### src/rtl/if_prefetch_if.sv
// if_prefetch_if: SRAM-like instruction bus between the fetch stage (master) and the bus bridge (slave).
// Requests are accepted with inst_addr_ok; data returns in order with inst_data_ok.
interface if_prefetch_if #(
  parameter int WIDTH = 32
);
  logic             inst_req;
  logic             inst_wr;
  logic [1:0]       inst_size;
  logic [WIDTH-1:0] inst_addr;
  logic [WIDTH-1:0] inst_wdata;
  logic [WIDTH-1:0] inst_rdata;
  logic             inst_addr_ok;
  logic             inst_data_ok;

  modport master (
    output inst_req, inst_wr, inst_size, inst_addr, inst_wdata,
    input  inst_rdata, inst_addr_ok, inst_data_ok
  );

  modport slave (
    input  inst_req, inst_wr, inst_size, inst_addr, inst_wdata,
    output inst_rdata, inst_addr_ok, inst_data_ok
  );
endinterface

### src/rtl/if_prefetch.sv
// if_prefetch: instruction fetch stage keeping up to DEPTH requests in flight, with an in-order return queue.
// Define IF_ADDR_CHECK_EN to turn misaligned fetch PCs into AdEL queue entries instead of masked bus requests.
module if_prefetch #(
  parameter int               WIDTH      = 32,
  parameter int               DEPTH      = 4,
  parameter logic [WIDTH-1:0] RESET_PC   = 32'hbfc0_0000,
  parameter logic [WIDTH-1:0] EXC_VECTOR = 32'hbfc0_0380
) (
  input  logic             clk,
  input  logic             rst,
  input  logic             redirect_valid,
  input  logic [WIDTH-1:0] redirect_pc,
  input  logic             exc_valid,
  output logic             out_valid,
  input  logic             out_ready,
  output logic [WIDTH-1:0] out_pc,
  output logic [WIDTH-1:0] out_instr,
  output logic             out_adel,
  output logic             busy,
  if_prefetch_if.master    bus
);
  localparam int PW = $clog2(DEPTH);
  localparam int CW = PW + 1;

  typedef enum logic {IDLE, REQ} state_t;

  state_t           state;
  logic [WIDTH-1:0] fetch_pc;
  logic [WIDTH-1:0] req_addr;
  logic             req_stale;
  logic [WIDTH-1:0] pc_q    [DEPTH];
  logic [WIDTH-1:0] instr_q [DEPTH];
  logic [DEPTH-1:0] filled_q;
  logic [PW-1:0]    head, tail, fill_ptr;
  logic [CW-1:0]    count, pend, discard;

  logic          flush, accept, acc_live, acc_dead, drop, fill, pop;
  logic          credit, issue_slot, good_issue, bad_issue;
  logic [CW-1:0] count_after, discard_after;
  logic [CW:0]   credit_sum;

  assign flush    = exc_valid | redirect_valid;
  assign accept   = (state == REQ) & bus.inst_addr_ok;
  assign acc_live = accept & ~req_stale & ~flush;
  assign acc_dead = accept & (req_stale | flush);
  assign drop     = bus.inst_data_ok & (discard != '0);
  assign fill     = bus.inst_data_ok & (discard == '0) & (pend != '0);
  assign pop      = out_valid & out_ready;

  assign count_after   = count + CW'(acc_live) - CW'(pop);
  assign discard_after = discard + CW'(acc_dead) - CW'(drop);
  // Responses still owed for flushed requests occupy bus slots, so they consume credit too
  assign credit_sum    = {1'b0, count_after} + {1'b0, discard_after};
  assign credit        = int'(credit_sum) < DEPTH;
  assign issue_slot    = ~flush & credit & ((state == IDLE) | accept);

`ifdef IF_ADDR_CHECK_EN
  logic [DEPTH-1:0] adel_q;
  logic             halted;
  assign bad_issue  = issue_slot & ~halted & (fetch_pc[1:0] != 2'b00);
  assign good_issue = issue_slot & ~halted & (fetch_pc[1:0] == 2'b00);
  assign out_adel   = adel_q[head];
`else
  assign bad_issue  = 1'b0;
  assign good_issue = issue_slot;
  assign out_adel   = 1'b0;
`endif

  assign out_valid      = filled_q[head];
  assign out_pc         = pc_q[head];
  assign out_instr      = instr_q[head];
  assign busy           = (state == REQ) | (pend != '0) | (discard != '0);
  assign bus.inst_req   = (state == REQ);
  assign bus.inst_wr    = 1'b0;
  assign bus.inst_size  = 2'b10;
  assign bus.inst_addr  = req_addr;
  assign bus.inst_wdata = '0;

  always_ff @(posedge clk) begin
    if (rst) begin
      state     <= IDLE;
      fetch_pc  <= RESET_PC;
      req_addr  <= '0;
      req_stale <= 1'b0;
      filled_q  <= '0;
      head      <= '0;
      tail      <= '0;
      fill_ptr  <= '0;
      count     <= '0;
      pend      <= '0;
      discard   <= '0;
      for (int i = 0; i < DEPTH; i++) begin
        pc_q[i]    <= '0;
        instr_q[i] <= '0;
      end
`ifdef IF_ADDR_CHECK_EN
      adel_q <= '0;
      halted <= 1'b0;
`endif
    end else begin
      if (fill) begin
        instr_q[fill_ptr]  <= bus.inst_rdata;
        filled_q[fill_ptr] <= 1'b1;
        fill_ptr           <= fill_ptr + 1'b1;
      end
      if (pop) begin
        filled_q[head] <= 1'b0;
        head           <= head + 1'b1;
      end
      if (acc_live) begin
        pc_q[tail]     <= req_addr;
        filled_q[tail] <= 1'b0;
      end
`ifdef IF_ADDR_CHECK_EN
      if (pop) adel_q[head] <= 1'b0;
      if (acc_live) adel_q[tail] <= 1'b0;
      // The AdEL entry lands behind any request accepted in the same cycle
      if (bad_issue) begin
        pc_q[tail + PW'(acc_live)]     <= fetch_pc;
        instr_q[tail + PW'(acc_live)]  <= '0;
        filled_q[tail + PW'(acc_live)] <= 1'b1;
        adel_q[tail + PW'(acc_live)]   <= 1'b1;
        halted                         <= 1'b1;
      end
`endif
      tail    <= tail + PW'(acc_live) + PW'(bad_issue);
      count   <= count_after + CW'(bad_issue);
      pend    <= pend + CW'(acc_live) - CW'(fill);
      discard <= discard_after;

      if (good_issue) begin
        state    <= REQ;
        req_addr <= {fetch_pc[WIDTH-1:2], 2'b00};
        fetch_pc <= fetch_pc + WIDTH'(4);
      end else if (accept) begin
        state <= IDLE;
      end

      // A flushed request stays on the bus until accepted, then its response is discarded
      if (accept) req_stale <= 1'b0;
      else if (flush && state == REQ) req_stale <= 1'b1;

      if (flush) begin
        fetch_pc <= exc_valid ? EXC_VECTOR : redirect_pc;
        filled_q <= '0;
        head     <= '0;
        tail     <= '0;
        fill_ptr <= '0;
        count    <= '0;
        pend     <= '0;
        discard  <= discard_after + pend - CW'(fill);
`ifdef IF_ADDR_CHECK_EN
        adel_q <= '0;
        halted <= 1'b0;
`endif
      end
    end
  end
endmodule

### src/flat_wrapper.sv
// flat-port wrapper written by rule: the top's interface ports become plain ports
module if_prefetch_flat 
#(
  parameter int               WIDTH      = 32,
  parameter int               DEPTH      = 4,
  parameter logic [WIDTH-1:0] RESET_PC   = 32'hbfc0_0000,
  parameter logic [WIDTH-1:0] EXC_VECTOR = 32'hbfc0_0380
)
  (clk, rst, redirect_valid, redirect_pc, exc_valid, out_valid, out_ready, out_pc, out_instr, out_adel, busy, bus_inst_req, bus_inst_wr, bus_inst_size, bus_inst_addr, bus_inst_wdata, bus_inst_rdata, bus_inst_addr_ok, bus_inst_data_ok);
  if_prefetch_if #(.WIDTH(WIDTH)) bus_i ();
  input  logic clk;
  input  logic rst;
  input  logic redirect_valid;
  input  logic [WIDTH-1:0] redirect_pc;
  input  logic exc_valid;
  output logic out_valid;
  input  logic out_ready;
  output logic [WIDTH-1:0] out_pc;
  output logic [WIDTH-1:0] out_instr;
  output logic out_adel;
  output logic busy;
  output wire logic [$bits(bus_i.inst_req)-1:0] bus_inst_req;
  output wire logic [$bits(bus_i.inst_wr)-1:0] bus_inst_wr;
  output wire logic [$bits(bus_i.inst_size)-1:0] bus_inst_size;
  output wire logic [$bits(bus_i.inst_addr)-1:0] bus_inst_addr;
  output wire logic [$bits(bus_i.inst_wdata)-1:0] bus_inst_wdata;
  input wire logic [$bits(bus_i.inst_rdata)-1:0] bus_inst_rdata;
  input wire logic [$bits(bus_i.inst_addr_ok)-1:0] bus_inst_addr_ok;
  input wire logic [$bits(bus_i.inst_data_ok)-1:0] bus_inst_data_ok;
  assign bus_inst_req = bus_i.inst_req;
  assign bus_inst_wr = bus_i.inst_wr;
  assign bus_inst_size = bus_i.inst_size;
  assign bus_inst_addr = bus_i.inst_addr;
  assign bus_inst_wdata = bus_i.inst_wdata;
  assign bus_i.inst_rdata = bus_inst_rdata;
  assign bus_i.inst_addr_ok = bus_inst_addr_ok;
  assign bus_i.inst_data_ok = bus_inst_data_ok;
  if_prefetch #(.WIDTH(WIDTH), .DEPTH(DEPTH), .RESET_PC(RESET_PC), .EXC_VECTOR(EXC_VECTOR)) u_core (.clk(clk), .rst(rst), .redirect_valid(redirect_valid), .redirect_pc(redirect_pc), .exc_valid(exc_valid), .out_valid(out_valid), .out_ready(out_ready), .out_pc(out_pc), .out_instr(out_instr), .out_adel(out_adel), .busy(busy), .bus(bus_i));
endmodule
### config.mk
export PLATFORM = sky130hd
export DESIGN_NAME = if_prefetch_flat
export DESIGN_NICKNAME = d
export VERILOG_FILES = /design/src/rtl/if_prefetch_if.sv /design/src/rtl/if_prefetch.sv /design/src/flat_wrapper.sv
export SDC_FILE = /design/constraint.sdc
export NUM_CORES = 1
export LEC_CHECK = 0
export BUFFER_PORTS_ARGS = -buffer_cell sky130_fd_sc_hd__buf_2
export CORE_AREA = 2 2 230 232
export CTS_BUF_LIST = sky130_fd_sc_hd__clkbuf_2
export DETAILED_ROUTE_END_ITERATION = 8
export DIE_AREA = 0 0 232 234
export PLACE_DENSITY = 0.46
export SLEW_MARGIN = 20
export SYNTH_ARGS = -nofsm -noshare
export SYNTH_HDL_FRONTEND = slang
export SYNTH_SLANG_ARGS = --single-unit
### constraint.sdc
create_clock -name clk -period 5.4 [get_ports clk]
set_clock_uncertainty 0.15 [all_clocks]
set_input_delay 0.54 -clock clk [delete_from_list [all_inputs] [get_ports clk]]
set_output_delay 0.54 -clock clk [all_outputs]
set_load 0.02 [all_outputs]
==> impl_metrics.tcl <==
set metrics [dict create \
    io_pins 206 \
    min_path_type "in -> reg" \
    rrSetupSlack_ns 0.35 \
    post-cts-setup-buffers 0 \
    dp_slack_ns 0.838 \
    slowest_delay_ns 0.58 \
    min_period_ns 5.05 \
    clock_sinks 331 \
    htreeDepth 3 \
    setup_violations 0 \
    powerDensity_nw_per_um2 303 \
    finalHoldViolCount 0 \
    slowest_stage "dlygate4sd3_1" \
    slew_viol_final 0 \
    irDropWorstVdd_uv 148 \
    syn_area_um2 15400 \
    yosys_register_bits 331 \
    grt_pass1_wl_um 64500 \
    tightest_slew_ns 1.07 \
    ys_async_sr_fraction 0 \
    period_share 0.935 \
    core-area_um2 52000 \
    power.leakage_uw 0.00729 \
    crit_chain "mux4_2, and2_1, ha_1, inv_1, ha_1, inv_1, fa_1, xnor2_1, xnor2_1, ha_1, or3_4, nor4_4, buf_12, nand4_1, a221oi_1, dlygate4sd3_1, nor3_1" \
    cts_tree "yes" \
    finalWirelength_um 42700 \
    clk_pin_slew_worst_paths_ns 0.10 \
    die_y_um 234 \
    wire_per_inst_um 18.9 \
    avgSynthCellArea_um2 12.9 \
    syn2layout_area_growth_pct 21.9 \
    tns_ns 0 \
    crit_path_end_kind "flop" \
    dieWidth_um 232 \
    synth_edf_count 248 \
    cp.arrival_ns 5.79 \
    crit_family "simple AND/OR/NAND/NOR gates" \
    final_critical_path_setup_slack_ns 0.354 \
    cts_max_path_buffers 3 \
    first_pass_iters 5 \
    synthDistinctLibCells 69 \
    yosysSeqAreaShare 0.593 \
    numPortBuffers 163 \
    rsz0062_at_grt "false" \
    reg2reg_from "u_core.head[0]" \
    drt-initial-drc-count 548 \
    criticalPathCategory "reg -> reg" \
    start_util 0.295 \
    cts_buffers 91 \
    grt_max_degree 64 \
    synth_flop_cell "edfxtp_1" \
    gp_congestion 0.761 \
    ys_warn_count 0 \
    fmax_ghz 0.198 \
    ant_nets 0 \
    rr_endpoint "u_core.fetch_pc[23]" \
    vias 10300 \
    maxSlewHeadroom 0.287 \
    grt_pass1_vias 10800 \
    dieArea_um2 54300 \
    clk_latency_ns 1.06 \
    layout-drive-gt1-share 0.277 \
    fillers 5162 \
    drc_errors 0 \
    path_common_cell "ha_1" \
    cp_num_buf_inv 4 \
    cp-endpoint "u_core.fetch_pc[23]" \
    reg2reg_depth 17 \
    via_per_inst 4.55 \
    antenna_found_initial 3 \
    grt_overflow 0 \
    status "complete, no violations" \
    track_usage 0.158 \
    start_kind "flop" \
    num_rows 84 \
    path_depth 17 \
    timing.max_cap.violations 0 \
    cp_max_fo 47 \
    nNetsFinal 1593 \
    cts-root-buf "clkbuf_2" \
    crit_path_start "u_core.head[0]" \
    cp_data_required_time_ns 6.15 \
    syn_inst 1187 \
    dpl.hpwl_um 24900 \
]
layout by cell type, fill, tap and decap left out, types with 5 or more instances in the layout:
cell             n
a211oi_1         6
a21oi_1         72
a31oi_1          5
and2_1         257
buf_2          163
buf_4           21
clkbuf_2       145
clkinv_1        13
conb_1          40
dfxtp_1         81
diode_2          6
dlygate4sd3_1  107
edfxtp_1       248
ha_1            20
inv_1           27
mux4_2          63
nand2_1         84
nand3_1         10
nand4_1         15
nor2_1          31
nor3_1          16
nor3_2           5
nor4_1           5
o21ai_0         15
or2_2            8
or3_1            5
xnor2_1         13
metal layers:
layer | up-vias | part of all wire | global-route usage
li1 | 4905 | - | -
met1 | 5077 | 0.46 | 0.206
met2 | 247 | 0.48 | 0.258
met3 | 61 | 0.046 | 0.0361
met4 | 2 | 0.019 | 0.0571
met5 | - | 0.00030 | 0
Yosys cell counts, types with 3 or more instances:
library cell / instances / share of area
buf_4: 44 / 0.021
buf_2: 15 / 0.0049
a31o_2: 4 / 0.0023
a2111oi_0: 4 / 0.0023
a32o_1: 4 / 0.0026
and2_1: 257 / 0.10
xor2_1: 4 / 0.0023
mux4_2: 63 / 0.092
clkbuf_1: 44 / 0.011
a211oi_1: 6 / 0.0029
o21ai_0: 15 / 0.0049
nand4_1: 15 / 0.0061
nor4_1: 6 / 0.0024
o31ai_1: 3 / 0.0015
and4_1: 3 / 0.0017
dfxtp_1: 83 / 0.11
nand2b_1: 4 / 0.0016
ha_1: 20 / 0.016
buf_1: 7 / 0.0017
nor2_1: 32 / 0.0078
or2_2: 8 / 0.0033
and3_1: 4 / 0.0016
nand3_1: 10 / 0.0033
xnor2_1: 13 / 0.0074
fa_1: 4 / 0.0052
or3_1: 5 / 0.0020
nor3_1: 20 / 0.0065
edfxtp_1: 248 / 0.48
a21oi_1: 72 / 0.023
inv_1: 27 / 0.0066
nand2_1: 84 / 0.021
nor2b_1: 3 / 0.0012
a31oi_1: 5 / 0.0020
o21a_1: 4 / 0.0020
mux2i_1: 4 / 0.0026
cells by family after synthesis:
logic type / share of synthesized area
compound gates: 0.0571
xor+xnor: 0.00969
fa+ha+maj: 0.0215
flops: 0.593
buf+inv: 0.0469
simple gates: 0.176
other cells: 0.000489
mux: 0.0957
timing repair:
action                    in CTS  in global routing
resized for setup              0                  0
hold buffers                 107                  0
hold endpoints to repair     203                  0
worst min-delay path, cell delays in order:
cell	delay, ns
dlygate4sd3_1	0.51
buf_2	0.12
and2_1	0.11
how the worst min path moves through the flow:
stage	depth (start not counted)	startpoint	endpoint	slack (ns)
floorplan	2	u_core.fetch_pc[31]	u_core.bus.inst_addr[31]	0.29
global placement	2	u_core.fetch_pc[23]	u_core.bus.inst_addr[23]	0.34
detailed placement	2	u_core.fetch_pc[20]	u_core.bus.inst_addr[20]	0.35
CTS	3	bus_inst_rdata[1]	u_core.instr_q[0][1]	0.03
global route	3	bus_inst_rdata[1]	u_core.instr_q[1][1]	0.07
finish	3	bus_inst_rdata[1]	u_core.instr_q[0][1]	0.19
stage by stage:
step           hold slack [ns]  instances  cell area, µm²  utilization  power [µW]
2_1_floorplan            0.294       1225           15500            -        3520
3_3_place_gp             0.342       1986           16800        0.323        3770
3_5_place_dp             0.347       1986           16800        0.323        3780
4_1_cts                 0.0321       2256           18700        0.360        5770
5_1_grt                 0.0650       2261           18700        0.360        5990
6_report                 0.193       2262           18700        0.360        5670
final cells by class:
cell class	count	area, µm²	share of cell area
multi-input cells	755	5720	0.306
clock buffers	145	726	0.0387
flip-flops and latches	331	9110	0.487
repair buffers	292	2060	0.110
inverters	27	101	0.00541
clock inverters	18	125	0.00668
diodes	6	15.0	0.000802
well taps	688	861	0.0460
power by group:
group,switching (µW),internal (µW),total (µW)
Combinational,524,321,845
Sequential,98.2,2840,2940
Clock,1100,795,1890
state kept, by name, indices dropped and copies added (netlist names), 2 cells and up, named ones only:
register              cells
u_core.bus.inst_addr     30
u_core.fetch_pc          30
u_core.head               2
u_core.pc_q             120
u_core.filled_q           4
u_core.count              3
u_core.instr_q          128
u_core.discard            3
u_core.pend               3
u_core.fill_ptr           2
u_core.tail               2
(Power assumes the default switching activity.)
